==> src/rtl/alu_wb_ctrl_if.sv <==
// rtl/alu_wb_ctrl_if.sv - instruction handshake, register-file ports and status for alu_wb_ctrl
interface alu_wb_ctrl_if;
  logic        instr_valid;
  logic        instr_ready;
  logic [31:0] instr;
  logic [4:0]  r1_addr;
  logic [4:0]  r2_addr;
  logic [31:0] r1_dout;
  logic [31:0] r2_dout;
  logic [4:0]  r3_addr;
  logic [31:0] r3_din;
  logic        r3_wr;
  logic [31:0] result;
  logic        done;
  logic        illegal;
  logic        ovf;

  modport master (
    output instr_valid, instr, r1_dout, r2_dout,
    input  instr_ready, r1_addr, r2_addr, r3_addr, r3_din, r3_wr,
           result, done, illegal, ovf
  );

  modport slave (
    input  instr_valid, instr, r1_dout, r2_dout,
    output instr_ready, r1_addr, r2_addr, r3_addr, r3_din, r3_wr,
           result, done, illegal, ovf
  );
endinterface

==> src/rtl/alu_wb_ctrl.sv <==
// rtl/alu_wb_ctrl.sv - single-issue R-type execute/writeback sequencer
// Walks IDLE -> READ -> EXEC -> WB around a register file with one-cycle read latency.
module alu_wb_ctrl (
  input  logic         clk,
  input  logic         rst_n,
  alu_wb_ctrl_if.slave bus
);
  localparam logic [1:0] IDLE = 2'd0;
  localparam logic [1:0] READ = 2'd1;
  localparam logic [1:0] EXEC = 2'd2;
  localparam logic [1:0] WB   = 2'd3;

  localparam logic [5:0] F_SLL  = 6'h00;
  localparam logic [5:0] F_SRL  = 6'h02;
  localparam logic [5:0] F_SRA  = 6'h03;
  localparam logic [5:0] F_ADD  = 6'h20;
  localparam logic [5:0] F_SUB  = 6'h22;
  localparam logic [5:0] F_AND  = 6'h24;
  localparam logic [5:0] F_OR   = 6'h25;
  localparam logic [5:0] F_XOR  = 6'h26;
  localparam logic [5:0] F_NOR  = 6'h27;
  localparam logic [5:0] F_SLT  = 6'h2A;
  localparam logic [5:0] F_SLTU = 6'h2B;

  logic [1:0]  state;
  logic [4:0]  q_rd;
  logic [4:0]  q_shamt;
  logic [5:0]  q_funct;

  logic [31:0] a;
  logic [31:0] b;
  logic [31:0] b_eff;
  logic [31:0] sum;
  logic        is_sub;
  logic        arith_ovf;
  logic [31:0] alu;
  logic        legal;
  logic        unused_opcode;

  assign unused_opcode = ^bus.instr[31:26];

  assign a         = bus.r1_dout;
  assign b         = bus.r2_dout;
  assign is_sub    = (q_funct == F_SUB);
  assign b_eff     = is_sub ? (~b + 32'd1) : b;
  assign sum       = a + b_eff;
  assign arith_ovf = (a[31] == b_eff[31]) && (sum[31] != a[31]);

  always_comb begin
    alu   = '0;
    legal = 1'b1;
    case (q_funct)
      F_ADD, F_SUB: alu = sum;
      F_AND:        alu = a & b;
      F_OR:         alu = a | b;
      F_XOR:        alu = a ^ b;
      F_NOR:        alu = ~(a | b);
      F_SLT:        alu = {31'd0, $signed(a) < $signed(b)};
      F_SLTU:       alu = {31'd0, a < b};
      F_SLL:        alu = b << q_shamt;
      F_SRL:        alu = b >> q_shamt;
      F_SRA:        alu = $signed(b) >>> q_shamt;
      default:      legal = 1'b0;
    endcase
  end

  always_ff @(posedge clk or negedge rst_n) begin
    if (!rst_n) begin
      state           <= IDLE;
      q_rd            <= '0;
      q_shamt         <= '0;
      q_funct         <= '0;
      bus.instr_ready <= 1'b0;
      bus.r1_addr     <= '0;
      bus.r2_addr     <= '0;
      bus.r3_addr     <= '0;
      bus.r3_din      <= '0;
      bus.r3_wr       <= 1'b0;
      bus.result      <= '0;
      bus.done        <= 1'b0;
      bus.illegal     <= 1'b0;
      bus.ovf         <= 1'b0;
    end else begin
      bus.r3_wr   <= 1'b0;
      bus.done    <= 1'b0;
      bus.illegal <= 1'b0;
      bus.ovf     <= 1'b0;
      case (state)
        IDLE: begin
          if (bus.instr_valid && bus.instr_ready) begin
            q_rd            <= bus.instr[15:11];
            q_shamt         <= bus.instr[10:6];
            q_funct         <= bus.instr[5:0];
            bus.r1_addr     <= bus.instr[25:21];
            bus.r2_addr     <= bus.instr[20:16];
            bus.instr_ready <= 1'b0;
            state           <= READ;
          end else begin
            bus.instr_ready <= 1'b1;
          end
        end
        READ: state <= EXEC;
        EXEC: begin
          bus.done    <= 1'b1;
          bus.illegal <= ~legal;
          bus.ovf     <= legal && (q_funct == F_ADD || is_sub) && arith_ovf;
          if (legal) begin
            bus.result <= alu;
            // r0 is architecturally zero, so rd == 0 retires without a write
            if (q_rd != 5'd0) begin
              bus.r3_addr <= q_rd;
              bus.r3_din  <= alu;
              bus.r3_wr   <= 1'b1;
            end
          end
          state <= WB;
        end
        default: begin
          bus.instr_ready <= 1'b1;
          state           <= IDLE;
        end
      endcase
    end
  end
endmodule

==> src/flat_wrapper.sv <==
// flat-port wrapper written by rule: the top's interface ports become plain ports
module alu_wb_ctrl_flat 
  (clk, rst_n, bus_instr_valid, bus_instr, bus_r1_dout, bus_r2_dout, bus_instr_ready, bus_r1_addr, bus_r2_addr, bus_r3_addr, bus_r3_din, bus_r3_wr, bus_result, bus_done, bus_illegal, bus_ovf);
  alu_wb_ctrl_if bus_i ();
  input  logic clk;
  input  logic rst_n;
  input wire logic [$bits(bus_i.instr_valid)-1:0] bus_instr_valid;
  input wire logic [$bits(bus_i.instr)-1:0] bus_instr;
  input wire logic [$bits(bus_i.r1_dout)-1:0] bus_r1_dout;
  input wire logic [$bits(bus_i.r2_dout)-1:0] bus_r2_dout;
  output wire logic [$bits(bus_i.instr_ready)-1:0] bus_instr_ready;
  output wire logic [$bits(bus_i.r1_addr)-1:0] bus_r1_addr;
  output wire logic [$bits(bus_i.r2_addr)-1:0] bus_r2_addr;
  output wire logic [$bits(bus_i.r3_addr)-1:0] bus_r3_addr;
  output wire logic [$bits(bus_i.r3_din)-1:0] bus_r3_din;
  output wire logic [$bits(bus_i.r3_wr)-1:0] bus_r3_wr;
  output wire logic [$bits(bus_i.result)-1:0] bus_result;
  output wire logic [$bits(bus_i.done)-1:0] bus_done;
  output wire logic [$bits(bus_i.illegal)-1:0] bus_illegal;
  output wire logic [$bits(bus_i.ovf)-1:0] bus_ovf;
  assign bus_i.instr_valid = bus_instr_valid;
  assign bus_i.instr = bus_instr;
  assign bus_i.r1_dout = bus_r1_dout;
  assign bus_i.r2_dout = bus_r2_dout;
  assign bus_instr_ready = bus_i.instr_ready;
  assign bus_r1_addr = bus_i.r1_addr;
  assign bus_r2_addr = bus_i.r2_addr;
  assign bus_r3_addr = bus_i.r3_addr;
  assign bus_r3_din = bus_i.r3_din;
  assign bus_r3_wr = bus_i.r3_wr;
  assign bus_result = bus_i.result;
  assign bus_done = bus_i.done;
  assign bus_illegal = bus_i.illegal;
  assign bus_ovf = bus_i.ovf;
  alu_wb_ctrl u_core (.clk(clk), .rst_n(rst_n), .bus(bus_i));
endmodule
==> config.mk <==
export PLATFORM = sky130hd
export DESIGN_NAME = alu_wb_ctrl_flat
export DESIGN_NICKNAME = d
export VERILOG_FILES = /design/src/rtl/alu_wb_ctrl_if.sv /design/src/rtl/alu_wb_ctrl.sv /design/src/flat_wrapper.sv
export SDC_FILE = /design/constraint.sdc
export NUM_CORES = 1
export LEC_CHECK = 0
export ABC_AREA = 1
export BUFFER_PORTS_ARGS = -buffer_cell sky130_fd_sc_hd__buf_2
export CORE_ASPECT_RATIO = 0.7
export CORE_MARGIN = 3
export CORE_UTILIZATION = 25
export CTS_CLUSTER_SIZE = 20
export DETAILED_ROUTE_END_ITERATION = 12
export GPL_ROUTABILITY_DRIVEN = 0
export PLACE_DENSITY = 0.38
export SLEW_MARGIN = 10
export SYNTH_ARGS = -nofsm -noshare
export SYNTH_HDL_FRONTEND = slang
export SYNTH_SLANG_ARGS = --single-unit
==> constraint.sdc <==
create_clock -name clk -period 6.8 [get_ports clk]
set_input_delay 0.34 -clock clk [delete_from_list [all_inputs] [get_ports clk]]
set_output_delay 0.34 -clock clk [all_outputs]
set_load 0.005 [all_outputs]
Word level (Yosys, flattened, before mapping):

Index checks and enable logic that the tools add are counted.

* bits in registers: 102
* output and inout bits: 84
* logic and storage cells: 69
* input port bits: 99

* reductions and logical operators: 14
* bitwise operators: 6
* add/subtract/negate cells: 2
* magnitude comparators: 2
* shift operators: 3
* mux-type cells: 13
* eq/ne operators: 15

Operator list (count)
* $pmux 32 s10: 1
* $lt 32x32->1: 2
* $not 32->32: 2
* $eq 6x6->1 const B: 8
* $add 32x1->32 const B: 1
* $add 32x32->32: 1
* $and 32x32->32: 1
* $mux 32: 1
* $or 32x32->32: 1
* $shl 32x5->32: 1
* $shr 32x5->32: 1
* $sshr 32x5->32: 1
* $xor 32x32->32: 1
* $eq 6x2->1 const B: 2
* $reduce_or 11->1: 1
* $mux 1: 8
* $logic_not 6->1: 1
* $pmux 2 s3: 1
* $reduce_bool 5->1: 1
* $logic_and 1x1->1: 4
* $reduce_and 2->1: 2
* $reduce_or 2->1: 2
* $reduce_and 3->1: 1
* $eq 2x1->1 const B: 1
* other kinds (9): 9

Depth between registers and ports, before layout:

Gate-level depths: netlist of run 1.

* depth after elaboration: 8
* depth in mapped cells: 25
* mapped depth without buffers: 25

Least setup slack after synthesis of run 1:

No wires, ideal clock.

* kind: reg2reg
* start point: register u_core.q_funct[4]
* end point: register u_core.bus.result[9] in the netlist's numbering
* arrival: 2.765 ns
* required time: 6.683 ns
* setup time: 0.117 ns
* stages on the path, launching flop included: 19
* clock period less this slack: 2.881 ns
* slack: 3.919 ns
* path through: dfrtp_1 > nor2_4 > nand3_2 > nor2_4 > clkbuf_1 > o21ai_0 > xor2_1 > ha_1 > nand2_1 > inv_1 > a21oi_1 > nand2_1 > or2_2 > nand3_1 > nand2_1 > inv_1 > nand2_1 > nand2_1 > nand2_1

* longest elaborated chain between the ends: 4
* elaborated cells on any way between the ends: 18
* classes of those cells: add/sub: 1; eq/ne: 10; mux: 3; reduce/logical: 4

RTL lines
* start: declaration: line alu_wb_ctrl.sv:28 `logic [5:0] q_funct;`
* start signal: assignment: line alu_wb_ctrl.sv:93 `q_funct <= bus.instr[5:0];`
* $eq 6x6->1 (tied with other cells): line alu_wb_ctrl.sv:44, alu_wb_ctrl.sv:52
* $mux 32 / $reduce_or 11->1 (equally long branches)
* $add 32x32->32 / $mux 1 (equally long branches): line alu_wb_ctrl.sv:46, alu_wb_ctrl.sv:52
* $pmux 32 s10 / $reduce_and 2->1 (equally long branches)
* end signal: assignment: line alu_wb_ctrl.sv:108 `bus.result <= alu;`
* end: declaration: line alu_wb_ctrl_if.sv:27 `result, done, illegal, ovf`

Parallel ways exist; a longest one is shown, timed or not.
A chain may end at the register's enable or synchronous reset.

Worst setup path in the final report of run 1:

* start point: register u_core.q_funct[0]
* end point: register u_core.bus.r3_din[11]

* longest elaborated chain between the ends: 4
* elaborated cells on any way between the ends: 18
* classes of those cells: add/sub: 1; eq/ne: 10; mux: 3; reduce/logical: 4

RTL lines
* $eq 6x6->1 (tied with other cells): line alu_wb_ctrl.sv:44, alu_wb_ctrl.sv:52
* $mux 32 / $reduce_or 11->1 (equally long branches)
* $add 32x32->32 / $mux 1 (equally long branches): line alu_wb_ctrl.sv:46, alu_wb_ctrl.sv:52
* $pmux 32 s10 / $reduce_and 3->1 (equally long branches)
* end signal: assignment: line alu_wb_ctrl.sv:112 `bus.r3_din <= alu;`
* end: declaration: line alu_wb_ctrl_if.sv:26 `output instr_ready, r1_addr, r2_addr, r3_addr, r3_din, r3_wr,`

Parallel ways exist; a longest one is shown, timed or not.

==> key figures, run 1 <==
Power
  • Net Sw Power: 2.54 mW
  • Reg power frac: 23.2%
  • Pwr Total: 4.72 mW
  • Combinational Power Share: 64.8%
  • Clk network pwr share: 12.0%
  • Cell area power density: 307 nW/um2
  • Power Internal: 2.18 mW
  • Maximum VDD drop: 170 uV
  • P_leak: 8.36 nW
  • Switching share of total power: 53.8%

Global routing
  • Largest net degree at the start of global routing: 73
  • Met3 usage in global routing: 3.53%
  • Grt met2 use: 32.1%
  • Initial antenna violation count: 1
  • Global Route Usage Sum: 22.3%
  • Top Usage Layer GRT: met1
  • Gr ovfl total: 0
  • First-pass GRT wire length: 96500 um
  • Vias in the first global route: 14700
  • M1 GR Usage: 35.3%

Clock network
  • CTS root buffer: clkbuf_16
  • Clk sinks: 102
  • Clock Tree Buf Depth: 2
  • Inserted Clock Buffers: 9
  • Post-cts gate resize count: 0
  • Clock transition at path regs: 0.07 ns
  • Clock latency on the worst-skew pair: 0.35 ns
  • CTS H-tree lvls: 3
  • CTS tree: yes

Setup path
  • Required time worst endpoint: 7.08 ns
  • Crit path max fanout: 19
  • Worst setup path class: reg2reg
  • Worst path max stage delay: 0.62 ns
  • Kind of cell adding the most delay to the critical path: simple AND/OR/NAND/NOR gates
  • CP arrival: 4.65 ns
  • Bufs and invs on worst path: 3
  • Crit end category: flip-flop
  • Slowest-stage cell, CP: o21ai_0
  • CP Launch Type: flip-flop
  • Cell mode on critical path: nand2_1
  • CP Cell Sequence: inv_2, nand3_2, nor2_4, inv_2, nor2_1, xor2_1, ha_1, nand2_1, nor2_1, nand3_1, nand2_1, nand2_1, nand2_1, nor2_1, o21ai_0, inv_1, nand2_1, nand2_1, nand2_1

Cells and area
  • Final core occ: 29.0%
  • Commonest non-fill, non-tap cell in the layout: nand2_1
  • Synthesis-to-finish area growth: 13.0%
  • Share of cells above drive strength 1: 10.8%
  • Final Net Count: 2655
  • Final std cells w/o fill: 3144
  • Commonest cells after routing, fill and taps aside: 858 x nand2_1, 370 x nand3_1, 215 x inv_1, 175 x buf_2, 169 x nor2_1

Routing
  • Routed wire length: 66000 um
  • Vias/cell: 5.02
  • Antenna Nets Post-Route: 0
  • DR WL/cell: 21.0 um
  • Drt drc: 0
  • Pre-Repair DR Iteration Count: 8
  • DR vias: 15800
  • 1st-iter DRT viols: 1410

Min path
  • Hold Path Class: in2reg

STA
  • Hold WS: 0.219 ns
  • Fin crit share: 64.2%
  • Clk_skew: 0.00960 ns
  • Max-slew headroom: 23.5%
  • Final setup viols: 0
  • Hold Vio Cnt, Final: 0
  • Post-Route Setup TNS: 0 ns
  • Worst Max-Slew Pin Slew: 1.15 ns
  • Unrepaired setup endpoints after global routing: false
  • Pins over their slew limit: 0
  • Min cycle time layout: 4.36 ns
  • Fmax: 229 MHz

Synth
  • Count of cell types in the netlist: 47
  • Number of synthesized register bits: 102
  • Syn Nets: 2546
  • Top-area cell type share of the netlist area: 23.7%
  • Compound-Gate Fraction of Synth Area: 8.81%
  • Seq/Total Area, Yosys: 18.8%
  • Synth Area in Adders: 12.7%
  • Synthesized instance count: 2310
  • Post-Synth XOR/XNOR Area: 1.93%
  • Largest family of logic cells by synthesized area: simple AND/OR/NAND/NOR gates
  • Area leader, netlist: nand2_1
  • Mapped cell area: 13600 um2
  • Multiplexer share of the synthesized area: 1.23%
  • Synthesized area per cell: 5.89 um2
  • YS warnings: 0
  • Post-synthesis simple-gate area fraction: 46.9%
  • Top area cells in the synthesized netlist: nand2_1 24%, dfrtp_1 19%, nand3_1 14%

Die
  • Die Wd: 285 um
  • Die H: 201 um
  • Cell Rows: 70
  • Die area: 57300 um2
  • Initial Utilization: 25.7%
  • Core ar.: 53000 um2
  • Top Ports: 183

Job
  • Max Cap Viol: 0

Placement
  • PortBufs: 176
  • Placed cells: 3127
  • Hpwl dp: 53400 um

Status
  • Outcome: completed
[cell type report]
type	count	area, um2
inverter	225	847
timing repair buffer	192	1010
antenna	1	2.50
clock inverter	5	82.6
clock buffer	10	239
tap	720	901
fill	6098	37600
sequential	102	2550
multi-input combinational	1889	9730
[cell usage after synthesis, drive strengths merged]
master and count:
nand2 864, nand3 374, inv 225, nor2 182, ha 136, dfrtp 102
a21oi 82, o21ai 78, buf 68, xor2 29, clkbuf 26, o211ai 25
nor3 23, nand4 22, mux2 14, nand3b 13, o21bai 8, and2 5
or2 5, a211oi 4, nor4 4, o2111ai 4, a21o 3, a221oi 2
and3 2, nand2b 2, o31ai 2, fa 1, mux2i 1, o2111a 1
o21a 1, o22ai 1, xnor2 1
[routing by layer]
metal  share of wire, %  up-vias
met5                  0        -
met4               0.77        0
met3                7.2       32
met2                 40      506
met1                 52     7563
li1                   -     7687
[flip-flops by register name, indices dropped and copies added (netlist names), 2 cells and up]
signal and cells:
u_core.bus.r2_addr 5, u_core.bus.result 32, u_core.q_rd 5, u_core.bus.r3_addr 5
u_core.state 2, u_core.bus.r3_din 32, u_core.bus.r1_addr 5, u_core.q_shamt 5
u_core.q_funct 6
[repair_timing]
| item | 4_1_cts | 5_1_grt |
|---|---|---|
| endpoints found under the hold margin | 30 | 0 |
| buffers inserted | 0 | 0 |
| hold buffers | 1 | 0 |
| setup endpoints to repair | 0 | 0 |
[power by group through the flow]
stage	logic, mW	registers, mW	clock network [mW]
after global routing	3.39	1.14	0.613
after detailed placement	3.03	1.10	0
after CTS	3.04	1.10	0.588
after global placement	3.02	1.10	0
final	3.06	1.10	0.565
after floorplan	1.94	1.09	0
[worst register-to-register path, cell delays in order (launching register included)]
cell,delay (ns)
dfrtp_1,0.43
inv_2,0.15
nand3_2,0.14
nor2_4,0.52
inv_2,0.31
nor2_1,0.19
xor2_1,0.09
ha_1,0.39
nand2_1,0.16
nor2_1,0.25
nand3_1,0.12
nand2_1,0.16
nand2_1,0.07
nand2_1,0.11
nor2_1,0.05
o21ai_0,0.62
inv_1,0.21
nand2_1,0.18
nand2_1,0.06
nand2_1,0.09
[metrics by stage]
| stage | cell area [um2] | worst slack (ns) |
|---|---|---|
| detailed placement | 15000 | 2.54 |
| global route | 15400 | 2.16 |
| floorplan | 13600 | 3.92 |
| finish | 15400 | 2.44 |
| CTS | 15400 | 2.51 |
| global placement | 15000 | 2.58 |
[kinds of logic after synthesis]
family                     after synthesis
AOI/OAI and AO/OA                      211
xor gates and xnor gates                30
adders and majority gates              137
buffers and inverters                  319
DFF                                    102
muxes                                   15
and+or+nand+nor                       1496
[path summary, 6_finish.rpt]
kind	depth (start not counted)	to	start	slack, ns
setup / recovery	19	u_core.bus.r3_din[11]$_DFFE_PN0P_	u_core.q_funct[0]$_DFFE_PN0P_	2.44
setup reg to reg	19	u_core.bus.r3_din[11]$_DFFE_PN0P_	u_core.q_funct[0]$_DFFE_PN0P_	2.44
max in group asynchronous	3	u_core.bus.r3_din[23]$_DFFE_PN0P_	rst_n	5.01
hold / removal	2	u_core.bus.r1_addr[1]$_DFFE_PN0P_	bus_instr[22]	0.22
min in group asynchronous	2	u_core.bus.r2_addr[1]$_DFFE_PN0P_	rst_n	0.47
hold reg to reg	2	u_core.bus.r3_din[30]$_DFFE_PN0P_	u_core.bus.r3_din[30]$_DFFE_PN0P_	0.47
Note: power is estimated with default switching activity, not from simulation.
==> run 2, diff against run 1 <==
--- a/config.mk
+++ b/config.mk
@@ -5,7 +5,7 @@
 export SDC_FILE = /design/constraint.sdc
 export NUM_CORES = 1
 export LEC_CHECK = 0
-export ABC_AREA = 1
+export ABC_AREA = 0
 export BUFFER_PORTS_ARGS = -buffer_cell sky130_fd_sc_hd__buf_2
 export CORE_ASPECT_RATIO = 0.7
 export CORE_MARGIN = 3
@@ -13,7 +13,7 @@
 export CTS_CLUSTER_SIZE = 20
 export DETAILED_ROUTE_END_ITERATION = 12
 export GPL_ROUTABILITY_DRIVEN = 0
-export PLACE_DENSITY = 0.38
+export PLACE_DENSITY = 0.4
 export SLEW_MARGIN = 10
 export SYNTH_ARGS = -nofsm -noshare
 export SYNTH_HDL_FRONTEND = slang
==> constraint.sdc (replaced) <==
create_clock -name clk -period 3.7 [get_ports clk]
set_input_delay 0.185 -clock clk [delete_from_list [all_inputs] [get_ports clk]]
set_output_delay 0.185 -clock clk [all_outputs]
set_load 0.005 [all_outputs]
==> run 2 against run 1 <==
Synthesized cell count down 32%. Non-clock buffer count up 197. Register-to-register slack worse by 2.4 ns. Combinational power rose to 2.8 times the previous value. Global-route usage down 1.7 points. Wire length down 11%. Via count down 15%. Clock skew about the same. Cell count down 20%. Sequential share of layout area down 1.5 points. Clock power up 82%.
==> key figures, run 2 <==
Status
  • Outcome: completed

Cells and area
  • Final core occ: 32.3% (+3.3 points)
  • Top Registers: u_core.bus.r3_din: 32 flops, u_core.bus.result: 32 flops, u_core.q_funct: 6 flops
  • Final std cells w/o fill: 2527 (-20%)
  • Synthesis-to-finish area growth: 27.3%
  • Commonest non-fill, non-tap cell in the layout: buf_4
  • Filler cell count: 5521 (-9.5%)
  • Share of cells above drive strength 1: 34.5% (+24 points)
  • Final Net Count: 2074 (-22%)
  • Ant. Diodes: 0 (-1)
  • Design Area, Final: 16900 um2 (+10%)
  • Commonest cells after routing, fill and taps aside: 203 x buf_4, 175 x buf_2, 135 x ha_1, 131 x nor2_1, 114 x nand2_1

Power
  • Pwr Total: 11.7 mW (+150%)
  • Cell area power density: 689 nW/um2 (+120%)
  • Maximum VDD drop: 281 uV (+66%)
  • P_leak: 7.74 nW (-7.3%)

Routing
  • 1st-iter DRT viols: 1370 (-2.8%)
  • Pre-Repair DR Iteration Count: 6 (-2)
  • Routed wire length: 58500 um (-11%)
  • Vias/cell: 5.31 (+5.8%)
  • DR vias: 13400 (-15%)
  • DR WL/cell: 23.2 um (+10%)
  • Antenna Nets Post-Route: 0 (unchanged)
  • Drt drc: 0 (unchanged)

Synth
  • Top area cells in the synthesized netlist: dfrtp_1 19%, ha_1 13%, mux4_2 9.6%
  • Area leader, netlist: dfrtp_1
  • Syn Nets: 1798 (-29%)
  • Mapped cell area: 13300 um2 (-2.1%)
  • Synthesized instance count: 1562 (-32%)
  • Seq/Total Area, Yosys: 19.2% (+0.40 points)
  • Count of cell types in the netlist: 85 (+81%)
  • Synth async-reset ratio: 100% (unchanged)
  • YS warnings: 0 (unchanged)
  • Most common cell in the netlist: nor2_1
  • Synthesized area per cell: 8.52 um2 (+45%)
  • Top FF cell, synth: dfrtp_1
  • Number of flops mapped to enable cells by yosys: 0 (unchanged)
  • Top cells by count, synth: 137 x nor2_1, 136 x ha_1, 117 x a21oi_1, 117 x nand2_1, 102 x dfrtp_1
  • Top-area cell type share of the netlist area: 19.2% (-4.5 points)
  • Number of synthesized register bits: 102 (unchanged)

Min path
  • Hold Path Class: in2reg
  • Hold depth: 2 (unchanged)
  • Worst hold endpoint: u_core.bus.r1_addr[2]$_DFFE_PN0P_
  • HP Start: bus_instr[23]

STA
  • Max-slew headroom: 13.4% (-10 points)
  • Fin crit share: 97.9% (+34 points)
  • Hold Vio Cnt, Final: 0 (unchanged)
  • Hold WS: 0.0408 ns (-0.178 ns)
  • Post-Route Setup TNS: 0 ns (unchanged)
  • Clk_skew: 0.0101 ns (+0.000462 ns)
  • Fmax: 276 MHz (+21%)
  • Final setup viols: 0 (unchanged)
  • Worst Max-Slew Pin Slew: 1.27 ns (+0.120 ns)
  • Min cycle time layout: 3.62 ns (-0.744 ns)
  • Unrepaired setup endpoints after global routing: true
  • Pins over their slew limit: 0 (unchanged)
  • Final setup margin: 0.0789 ns (-2.36 ns)

Setup path
  • Worst r2r path cells: 17 (-2)
  • Kind of cell adding the most delay to the critical path: compound AO/OA/AOI/OAI gates
  • Reg2Reg Setup Slack: 0.08 ns (-2.36 ns)
  • Slowest-stage cell, CP: dfrtp_4
  • Required time worst endpoint: 4.00 ns (-3.08 ns)
  • CP Cell Sequence: nor2b_4, and4b_1, buf_12, buf_4, o21ai_0, xnor2_1, buf_4, ha_1, a21o_1, a31oi_2, o21ai_1, a21oi_1, buf_4, o21ai_0, o2111a_2, o41a_1, nand3_1
  • Bufs and invs on worst path: 4 (+1)
  • Worst path max stage delay: 0.49 ns (-0.13 ns)
  • Cell mode on critical path: buf_4
  • CP arrival: 3.92 ns (-0.73 ns)
  • Worst setup path class: reg2reg
  • Crit end category: flip-flop
  • CP Launch Type: flip-flop
  • R2R Path End: u_core.bus.result[31]$_DFFE_PN0P_
  • Crit path max fanout: 7 (-12)
  • Worst R2R Start: u_core.q_funct[0]$_DFFE_PN0P_

Global routing
  • Largest net degree at the start of global routing: 103 (+41%)
  • Gr ovfl total: 0 (unchanged)
  • First-pass GRT wire length: 86100 um (-11%)
  • Initial antenna violation count: 2 (+1)
  • Vias in the first global route: 12700 (-14%)
  • Global Route Usage Sum: 20.6% (-1.7 points)

Placement
  • Dpl ws: -0.328 ns (-2.87 ns)
  • Hpwl dp: 47100 um (-12%)
  • Placed Area: 16100 um2 (+7.3%)
  • Placed cells: 2498 (-20%)
  • PortBufs: 176 (unchanged)

Die
  • Die Wd: 282 um (-1.0%)
  • Top Ports: 183 (unchanged)
  • Initial Utilization: 25.4% (-0.29 points)
  • Die area: 56100 um2 (-2.0%)
  • Core ar.: 52500 um2 (-0.99%)
  • Die H: 199 um (-1.0%)
  • Cell Rows: 70 (unchanged)

Clock network
  • CTS root buffer: clkbuf_16
  • CTS H-tree lvls: 3 (unchanged)
  • CTS tree: yes
  • Clock transition at path regs: 0.08 ns (about the same)
  • Clock Tree Buf Depth: 2 (unchanged)
  • Inserted Clock Buffers: 9 (unchanged)
  • Clk sinks: 102 (unchanged)
  • Clock latency on the worst-skew pair: 0.37 ns (+0.02 ns)

Job
  • Max Cap Viol: 0 (unchanged)
-- run 2: cell types whose count changed after synthesis, moves of 17 or more --
| cell | delta |
|---|---|
| a211oi_1 | +24 |
| nand2_1 | -741 |
| nand3_1 | -345 |
| xnor2_1 | +40 |
| xor2_1 | -22 |
| o21ai_1 | +40 |
| mux2_2 | +70 |
| nand4_1 | -17 |
| a21oi_1 | +35 |
| nor2_1 | -32 |
| mux2i_1 | +86 |
| inv_1 | -123 |
| mux4_2 | +57 |
| clkbuf_1 | +53 |
-- run 2: final cells by class --
cell class / instances / area (um2) / area share, %
Clock buffer: 10 / 229 / 1.35
Clock inverter: 6 / 77.6 / 0.458
Inverter: 100 / 375 / 2.22
Multi-Input combinational cell: 1236 / 10300 / 60.6
Sequential cell: 102 / 2570 / 15.2
Tap cell: 684 / 856 / 5.05
Timing Repair Buffer: 389 / 2570 / 15.2
-- run 2: report_power, final --
group          leakage (nW)  total [mW]  switching, mW  internal (mW)
clock network         0.147        1.03          0.491          0.539
registers              1.26        2.07          0.435           1.63
logic                  6.34        8.58           4.85           3.74
-- run 2: worst max path at each step --
stage,startpoint,end,slack (ns),cells past startpoint
floorplan,bus_r2_dout[3],u_core.bus.result[26]$_DFFE_PN0P_,0.0003,17
global placement,bus_r2_dout[7],u_core.bus.r3_din[23]$_DFFE_PN0P_,-0.38,18
detailed placement,bus_r2_dout[7],u_core.bus.r3_din[23]$_DFFE_PN0P_,-0.33,18
CTS,u_core.q_funct[0]$_DFFE_PN0P_,u_core.bus.r3_din[28]$_DFFE_PN0P_,0.005,16
global route,u_core.q_funct[0]$_DFFE_PN0P_,u_core.bus.result[31]$_DFFE_PN0P_,-0.06,17
finish,u_core.q_funct[0]$_DFFE_PN0P_,u_core.bus.result[31]$_DFFE_PN0P_,0.08,17
-- run 2: logic make-up (layout without fill, tap and decap cells) --
kind of cell               after synthesis  in the layout  share of synthesized area, %
and+or+nand+nor                        396            396                          13.9
xor gates and xnor gates                49             49                          3.28
buffers and inverters                  224            505                          6.76
adders and majority gates              137            137                          12.9
AOI/OAI and AO/OA                      419            419                          20.1
muxes                                  235            235                          23.9
DFF                                    102            102                          19.2
-- run 2: what timing repair did --
item / 4_1_cts / 5_1_grt
buffers inserted: 1 / 12
hold buffers: 1 / 0
resized for setup: 15 / 81
gates cloned: 0 / 1
hold endpoints to repair: 102 / 0
endpoints found under the setup margin: 36 / 49
pin swaps: 2 / 50
-- run 2: layer usage --
metal	vias up	wire length (um)	track usage, %
met1	6650	29100	31.5
li1	6283	-	-
met4	4	764	3.54
met2	447	24300	29.5
met5	-	20	0
met3	39	4370	4.59
